`src/rtl/dispatch_unit.sv`:
```
// Rename/dispatch stage: pops a free tag for every dispatched instruction, resolves
// source operands against the register status table, register file and CDB, and retires tags on CDB.

module dispatch_operand (
    input  logic [4:0]  rs,
    input  logic        busy,
    input  logic [5:0]  map_tag,
    input  logic [31:0] rf_data,
    input  logic        cdb_valid,
    input  logic [5:0]  cdb_tag,
    input  logic [31:0] cdb_data,
    output logic [31:0] data,
    output logic [5:0]  tag,
    output logic        pending
);
    always_comb begin
        data    = rf_data;
        tag     = map_tag;
        pending = 1'b0;
        if (rs == 5'd0) begin
            data = '0;
        end else if (busy && cdb_valid && (cdb_tag == map_tag)) begin
            // producer is broadcasting right now; its result never reaches the RF in time
            data = cdb_data;
        end else if (busy) begin
            data    = '0;
            pending = 1'b1;
        end
    end
endmodule

module dispatch_unit (
    input  logic        clk,
    input  logic        reset,
    input  logic        instr_valid,
    output logic        instr_ready,
    input  logic [1:0]  instr_unit,
    input  logic [4:0]  instr_opcode,
    input  logic [4:0]  instr_rd,
    input  logic        instr_rd_we,
    input  logic [4:0]  instr_rs1,
    input  logic [4:0]  instr_rs2,
    input  logic        instr_use_imm,
    input  logic [31:0] instr_imm,
    input  logic        issueque_full_integer,
    input  logic        issueque_full_ld_st,
    input  logic        issueque_full_mul,
    input  logic        issueque_full_div,
    input  logic        CDB_valid,
    input  logic [5:0]  CDB_tag,
    input  logic [31:0] CDB_data,
    output logic        dispatch_en_integer,
    output logic        dispatch_en_ld_st,
    output logic        dispatch_en_mul,
    output logic        dispatch_en_div,
    output logic [4:0]  dispatch_opcode,
    output logic [5:0]  dispatch_rd_tag,
    output logic [31:0] dispatch_rs1_data,
    output logic [31:0] dispatch_rs2_data,
    output logic [5:0]  dispatch_rs1_tag,
    output logic [5:0]  dispatch_rs2_tag,
    output logic        dispatch_rs1_valid,
    output logic        dispatch_rs2_valid,
    output logic [31:0] dispatch_imm,
    output logic [6:0]  tag_free_count
);
    localparam int NUM_SRC  = 2;
    localparam int NUM_TAGS = 64;
    localparam int NUM_REGS = 32;

    logic [5:0]  fifo_mem [NUM_TAGS];
    logic [5:0]  rd_ptr, wr_ptr;
    logic [6:0]  count;

    logic [NUM_REGS-1:0] busy;
    logic [5:0]          map_tag [NUM_REGS];
    logic [31:0]         rf      [NUM_REGS];

    logic [3:0]  unit_full;
    logic [3:0]  unit_sel;
    logic        fire, push, pop, rd_alloc;
    logic [5:0]  pop_tag;

    logic [NUM_SRC-1:0][4:0]  src_idx;
    logic [NUM_SRC-1:0][31:0] src_data;
    logic [NUM_SRC-1:0][5:0]  src_tag;
    logic [NUM_SRC-1:0]       src_pend;

    assign unit_full   = {issueque_full_div, issueque_full_mul, issueque_full_ld_st, issueque_full_integer};
    assign unit_sel    = 4'b0001 << instr_unit;
    assign instr_ready = reset && !unit_full[instr_unit] && (count != 7'd0);
    assign fire        = instr_valid && instr_ready;
    assign pop         = fire;
    // a full pool means the back-end broadcast a tag it never owned; drop it
    assign push        = CDB_valid && (count != 7'(NUM_TAGS));
    assign pop_tag     = fifo_mem[rd_ptr];
    assign rd_alloc    = fire && instr_rd_we && (instr_rd != 5'd0);

    assign {dispatch_en_div, dispatch_en_mul, dispatch_en_ld_st, dispatch_en_integer} =
        fire ? unit_sel : 4'b0000;

    assign src_idx = {instr_rs2, instr_rs1};

    for (genvar g = 0; g < NUM_SRC; g++) begin : g_src
        dispatch_operand u_op (
            .rs        (src_idx[g]),
            .busy      (busy[src_idx[g]]),
            .map_tag   (map_tag[src_idx[g]]),
            .rf_data   (rf[src_idx[g]]),
            .cdb_valid (CDB_valid),
            .cdb_tag   (CDB_tag),
            .cdb_data  (CDB_data),
            .data      (src_data[g]),
            .tag       (src_tag[g]),
            .pending   (src_pend[g])
        );
    end

    assign dispatch_opcode    = instr_opcode;
    assign dispatch_rd_tag    = pop_tag;
    assign dispatch_imm       = instr_imm;
    assign dispatch_rs1_data  = src_data[0];
    assign dispatch_rs1_tag   = src_tag[0];
    assign dispatch_rs1_valid = src_pend[0];

    always_comb begin
        dispatch_rs2_data  = src_data[1];
        dispatch_rs2_tag   = src_tag[1];
        dispatch_rs2_valid = src_pend[1];
        if (instr_use_imm && (instr_unit == 2'b00)) begin
            dispatch_rs2_data  = instr_imm;
            dispatch_rs2_valid = 1'b0;
        end
    end

    assign tag_free_count = count;

    // Free-tag FIFO; reset preloads every tag so the pool starts full.
    always_ff @(posedge clk or negedge reset) begin
        if (!reset) begin
            for (int i = 0; i < NUM_TAGS; i++) fifo_mem[i] <= 6'(i);
            rd_ptr <= '0;
            wr_ptr <= '0;
            count  <= 7'(NUM_TAGS);
        end else begin
            if (push) begin
                fifo_mem[wr_ptr] <= CDB_tag;
                wr_ptr           <= wr_ptr + 6'd1;
            end
            if (pop) rd_ptr <= rd_ptr + 6'd1;
            if (push && !pop)      count <= count + 7'd1;
            else if (pop && !push) count <= count - 7'd1;
        end
    end

    // RST and RF; the rename write comes last so it wins over a same-cycle CDB clear.
    always_ff @(posedge clk or negedge reset) begin
        if (!reset) begin
            busy <= '0;
            for (int r = 0; r < NUM_REGS; r++) begin
                map_tag[r] <= '0;
                rf[r]      <= '0;
            end
        end else begin
            for (int r = 1; r < NUM_REGS; r++) begin
                if (CDB_valid && busy[r] && (map_tag[r] == CDB_tag)) begin
                    rf[r]   <= CDB_data;
                    busy[r] <= 1'b0;
                end
                if (rd_alloc && (instr_rd == 5'(r))) begin
                    busy[r]    <= 1'b1;
                    map_tag[r] <= pop_tag;
                end
            end
        end
    end
endmodule

```
`config.mk`:
```
export PLATFORM = sky130hd
export DESIGN_NAME = dispatch_unit
export DESIGN_NICKNAME = d
export VERILOG_FILES = /design/src/rtl/dispatch_unit.sv
export SDC_FILE = /design/constraint.sdc
export NUM_CORES = 2
export LEC_CHECK = 0
export CORE_ASPECT_RATIO = 0.9
export CORE_MARGIN = 1
export CORE_UTILIZATION = 55
export DETAILED_ROUTE_END_ITERATION = 6
export PLACE_DENSITY = 0.72
export SLEW_MARGIN = 10
export SYNTH_ARGS = -nofsm -noshare
export SYNTH_HDL_FRONTEND = slang
export SYNTH_SLANG_ARGS = --single-unit
```
`constraint.sdc`:
```
create_clock -name clk -period 10.58 [get_ports clk]
set_clock_uncertainty 0.1 [all_clocks]
set_input_delay 1.587 -clock clk [delete_from_list [all_inputs] [get_ports clk]]
set_output_delay 1.587 -clock clk [all_outputs]
set_load 0.01 [all_outputs]
```
; ---- Yosys cells after proc, flatten, opt, wreduce, memory -nomap -nowiden
; Index checks and enable logic that the tools add are counted.
; Widths: inputs -> output; s select.
[word_totals]
regBits = 1612
inputBits = 102
output_inout_bits = 133
elab_cells = 492
[op_classes]
n_addsub = 4
n_lt_le_gt_ge = 8
eq_ne = 65
n_shift = 1
n_mux = 103
n_bitwise = 4
n_reduce_logical = 147
[ops]
columns = op, count
row1 = $bwmux 384, 1
row2 = $mux 32, 11
row3 = $bmux 32 s5, 2
row4 = $eq 6x6->1, 33
row5 = $logic_and 1x1->1, 107
row6 = $eq 5x5->1 const B, 16
row7 = $mux 1, 72
row8 = $reduce_bool 2->1, 32
row9 = $bmux 6 s5, 2
row10 = $mux 6, 7
row11 = $eq 5x4->1 const B, 8
row12 = $bmux 6 s6, 1
row13 = $demux 6 s6, 1
row14 = $eq 5x3->1 const B, 4
row15 = $ge 7x7->1 const B, 2
row16 = $mux 7, 2
row17 = $not 6->7, 2
row18 = $add 6x1->6 const B, 2
row19 = $ge 6x6->1 const B, 2
row20 = $lt 5x6->1 const B, 2
row21 = $not 5->6, 2
row22 = $bmux 1 s5, 2
row23 = $eq 5x2->1 const B, 2
row24 = $logic_not 5->1, 2
row25 = other kinds (13), 15

; ---- Logic depth before layout (Yosys ltp)
[depth]
word_depth = 10
depth_mapped = 16
depth_no_buf = 14

; ---- By module
; A second synthesis with hierarchy kept.
[hier_totals]
cells_unflattened = 5878
area_unflattened_um2 = 86485.4
[modules_own_cells]
columns = mod, n_inst, cells_each, area_per_inst_um2, seq_area_each_um2
row1 = dispatch_unit, 1, 5760, 85477.0, 40580.2
row2 = dispatch_operand, 2, 59, 504.2, 0.0

; ---- Worst setup path after synthesis
; No wires, ideal clock.
[synth_path]
path_kind = input port to output port
startpoint = input instr_rs2[0]
endpoint = output dispatch_rs2_data[10]
arrival_time_ns = 4.193
t_required_ns = 8.893
path_slack_ns = 4.700
cell_stages = 9
n_path_buf = 4
path_cell_list = buf_2 buf_4 buf_2 buf_1 mux4_2 mux4_2 mux2i_1 a2bb2oi_1 o31ai_1
[synth_between]
elab_chain_cells = 9
elab_cells_between_ends = 17
cone_classes = eq/ne (1) / mux (12) / bitwise (1) / reduce/logical (3)
[synth_rtl]
columns = element, line_no
row1 = start: declaration, 42  ; input logic [4:0] instr_rs2,
row2 = $not 5->6 (not written as such), "108, 109"
row3 = $bmux 6 s5, 108  ; .map_tag (map_tag[src_idx[g]]),
row4 = $mux 6 (not written as such) (2 in a row), 108
row5 = $eq 6x6->1, 22  ; end else if (busy && cdb_valid && (cdb_tag == map_tag)) begin
row6 = $logic_and 1x1->1, 22
row7 = $mux 32, 22
row8 = $mux 32 *, 20  ; if (rs == 5'd0) begin
row9 = $mux 32 *, 130  ; if (instr_use_imm && (instr_unit == 2'b00)) begin
row10 = end: declaration, 59  ; output logic [31:0] dispatch_rs2_data,
; Every way passes the cells marked *; elsewhere a longest branch is shown, timed or not. The select of a mux whose other input is x is not followed.

; ---- Final worst setup path
[layout_path]
startpoint = input instr_rs1[4]
endpoint = output dispatch_rs1_data[10]
[layout_between]
elab_chain_cells = 8
elab_cells_between_ends = 16
cone_classes = eq/ne (1) / mux (11) / bitwise (1) / reduce/logical (3)
[layout_rtl]
columns = element, line_no
row1 = start: declaration, 41  ; input logic [4:0] instr_rs1,
row2 = $not 5->6 (not written as such), "108, 109"
row3 = $bmux 6 s5, 108
row4 = $mux 6 (not written as such) (2 in a row), 108
row5 = $eq 6x6->1, 22
row6 = $logic_and 1x1->1, 22
row7 = $mux 32, 22
row8 = $mux 32 *, 20
row9 = end: declaration, 58  ; output logic [31:0] dispatch_rs1_data,
; Marks and branches as above.

==> impl_results.md <==
- Yosys Warn Count: 39
- Clock group share of total power: 35.3%
- Post-synth EDFFs: 0
- Relative slew slack: 2.85%
- Num Clock Sinks: 1612
- Syn Area/Cell: 14.4 um2
- # H-tree levels: 4
- Status: completed
- Cell Area, Placed: about 90000 um2
- Setup Buffers After CTS: 0
- Area share of the largest cell type after synthesis: 40.9%
- Crit path capture: dispatch_rs1_data[10]
- Min cycle time layout: ~8 ns
- Initial antenna violation count: 7
- Register area share after synthesis: 46.7%
- Sw Pwr: 5320 uW
- # DRC: 0
- Worst-Skew Late Latency: 0.82 ns
- Die Y: 379 um
- Multi-input gate area: 43400 um2
- Max Buffers Root-to-Sink: 3
- Post-DRT Antenna Nets: 0
- Reg power frac: 43.2%
- Critical path startpoint category: input port
- Fin area: 95900 um2
- # rows: 137
- CTS tree: done
- Final Hold Fails: 0
- Setup_tns: 0 ns
- Sw Share: 30.1%
- Reg2Reg Setup Slack: 5.95 ns
- Layout Nets: 6068
- DRT iter0 DRCs: 6548
- Fmax: 129 MHz
- FF+latch area: 40600 um2
- Wire length per cell: around 32 um
- Worst path required time: between 8 and 9 ns
- Worst IR drop on VDD: 0.218 mV
- Clk root buf: clkbuf_16
- Number of vias per cell: 6.84
- Static Leak: 0.0428 uW
- WHS Path Cells: 1
- Num CTS Buffers: 170
- Die area: 159000 um2
- Cell taking the most area after synthesis: dfrtp_1
- PwrDens: 184 nW/um2
- Reg2Reg Depth: 7
- PostCTS Resize Cnt: 0
- Worst reg2reg endpoint: map_tag[117]
- Max-cap viol count: 0
- Vias in the first global route: between 50000 and 60000
- Unique cell type count in the Yosys netlist: 74
- Yosys reg bits: 1612
- Worst slack at placement: approximately 2.9 ns
- First-pass detailed-route iteration total: 5
- Syn Nets: 6162
- Starting Density: a little under three fifths
- P_int: 12300 uW
- Overall routed net length: roughly 260 mm
- Core area: 156000 um2
- Layout Area Growth over Synthesis: 10.4%
- Synthesized cell area: 86800 um2
- Max-slew violation count: 0
- Setup WS post-layout: 2.81 ns
- CP Capture Type: primary output
- Worst min path class: reg -> reg
- Dpl hpwl: 156 mm
- Worst-Margin Slew: 1.46 ns
- Post-synth top flop: dfrtp_1
- CP Max Fanout: 38
- Die width: 421 um
- FF-to-FF Start: rd_ptr[1]
- Post-Syn Instances: 6051
- Crit path from: instr_rs1[4]
- CP Data Arrival Time: 6.08 ns
- Total grt overflow: 0
- WHS: 0.387 ns
- First-pass GRT wire length: 391 mm
- Final setup fails: 0
- Final Cycle Share: between 70% and 80%
- Largest net degree at the start of global routing: 183
- Combinational share of power: 21.5%
- Share of layout cells above drive strength 1: 46.7%
- I/O pin cnt: 235
- Post-synth ARST share: 100%
- Top post-synthesis cells by area: dfrtp_1 (41%), mux4_2 (20%), mux2_2 (19%)
- # port buffers: 224
- Final Power: around 18000 uW
- All-Layer GR Usage: between 30% and 40%
- Post-CTS Hold Buffers: 0
- CP Class: in -> out
- # fillers: 11500
- RSZ-0062 raised after global routing: no
- Clk slew on worst S/H paths: 0.06 ns
- Vias post-DR: 56000
- GP Congestion: 0.994
cell families (layout without fill, tap and decap cells):
family / Yosys count / count (layout) / share of synthesized area, %
flip-flops: 1612 / 1612 / 46.7
adder cells (fa/ha/maj): 9 / 9 / 0.138
AND/OR/NAND/NOR: 756 / 756 / 3.98
multiplexers: 2351 / 2351 / 40.2
XOR/XNOR: 213 / 213 / 2.15
other: 0 / 2 / 0
AO/OA/AOI/OAI: 463 / 463 / 3.36
buffers and inverters: 647 / 696 / 3.40
synth_stat cells, drive strengths merged, types with 3 or more instances:
library cell,number
a22oi,13
o21a,3
inv,22
ha,8
xnor2,144
nand2,399
nor2,77
mux4,767
nand2b,7
nand4,68
and3b,6
nand3,75
a22o,38
o21ai,248
or2,3
nor2b,16
nor3b,13
o22ai,24
a32oi,4
buf,233
nor4,4
mux2i,146
nor3,43
a2bb2oi,32
or3b,3
a31oi,10
mux2,1438
xor2,69
o211ai,6
clkbuf,388
dfrtp,1419
and2,8
dfstp,193
and3,5
a21oi,15
o221ai,4
o21bai,3
nand3b,8
a211oi,7
o31ai,34
or3,17
power groups by stage:
stage                     Combinational [uW]  Clock (uW)  Sequential [uW]
after CTS                               3770        6320             7610
after detailed placement                3760           0             7710
after floorplan                         2520           0             7410
after global routing                    3990        6580             7710
after global placement                  3680           0             7660
final                                   3800        6240             7630
routing by layer:
metal	vias up	GRT usage, %	routed length (um)
met5	-	0	53
met3	623	8.06	24300
met2	2736	52.4	124000
met1	29800	45.5	103000
li1	22800	-	-
met4	10	14.3	11700
per-stage QoR:
step                      std cells  utilization [%]
after CTS                      8185             61.5
after global routing           8185             61.5
after floorplan                6051                -
after detailed placement       7870             57.8
after global placement         7870             57.8
final                          8187             61.5
registers in the layout (all words and copies together), names as in the netlist:
| register | cells |
|---|---|
| rf | 992 |
| fifo_mem | 384 |
| map_tag | 186 |
| busy | 31 |
| tag_free_count | 7 |
| rd_ptr | 6 |
| wr_ptr | 6 |
worst min path at each step:
stage | startpoint | end | slack [ns]
floorplan | wr_ptr[2] | wr_ptr[2] | 0.35
detailed placement | wr_ptr[2] | wr_ptr[2] | 0.37
global route | fifo_mem[221] | fifo_mem[221] | 0.41
global placement | wr_ptr[2] | wr_ptr[2] | 0.37
CTS | wr_ptr[2] | wr_ptr[2] | 0.39
finish | wr_ptr[2] | wr_ptr[2] | 0.39
layout make-up:
cell class / count / area share [%]
timing repair buffer: 359 / 3.50
antenna: 2 / 0.00522
clock inverter: 57 / 0.810
sequential: 1612 / 42.3
tap: 2085 / 2.72
clock buffer: 258 / 5.28
multi-input combinational: 3792 / 45.3
inverter: 22 / 0.0913
cell usage in the layout (no fill, tap or decap), drive strengths merged, types with 15 or more instances in the layout:
master         count
clkbuf           259
mux2            1438
nand2            399
or3               17
mux4             767
nand4             68
xnor2            144
nor2b             16
o21ai            248
a2bb2oi           32
dfrtp           1419
a22o              38
a21oi             15
o22ai             24
o31ai             34
nand3             75
nor2              77
mux2i            146
clkinv            28
clkdlybuf4s50    206
nor3              43
inv               32
xor2              69
dfstp            193
buf              152
critical path, stage by stage:
cell	delay [ns]
buf_2	0.57
inv_2	0.16
buf_4	0.82
nand4_1	0.19
and4_1	0.31
a211oi_1	0.42
xnor2_1	0.19
nand3_2	0.69
o21ai_0	0.45
clkdlybuf4s50_1	0.61
No activity file was read; power rests on OpenSTA's default activity.
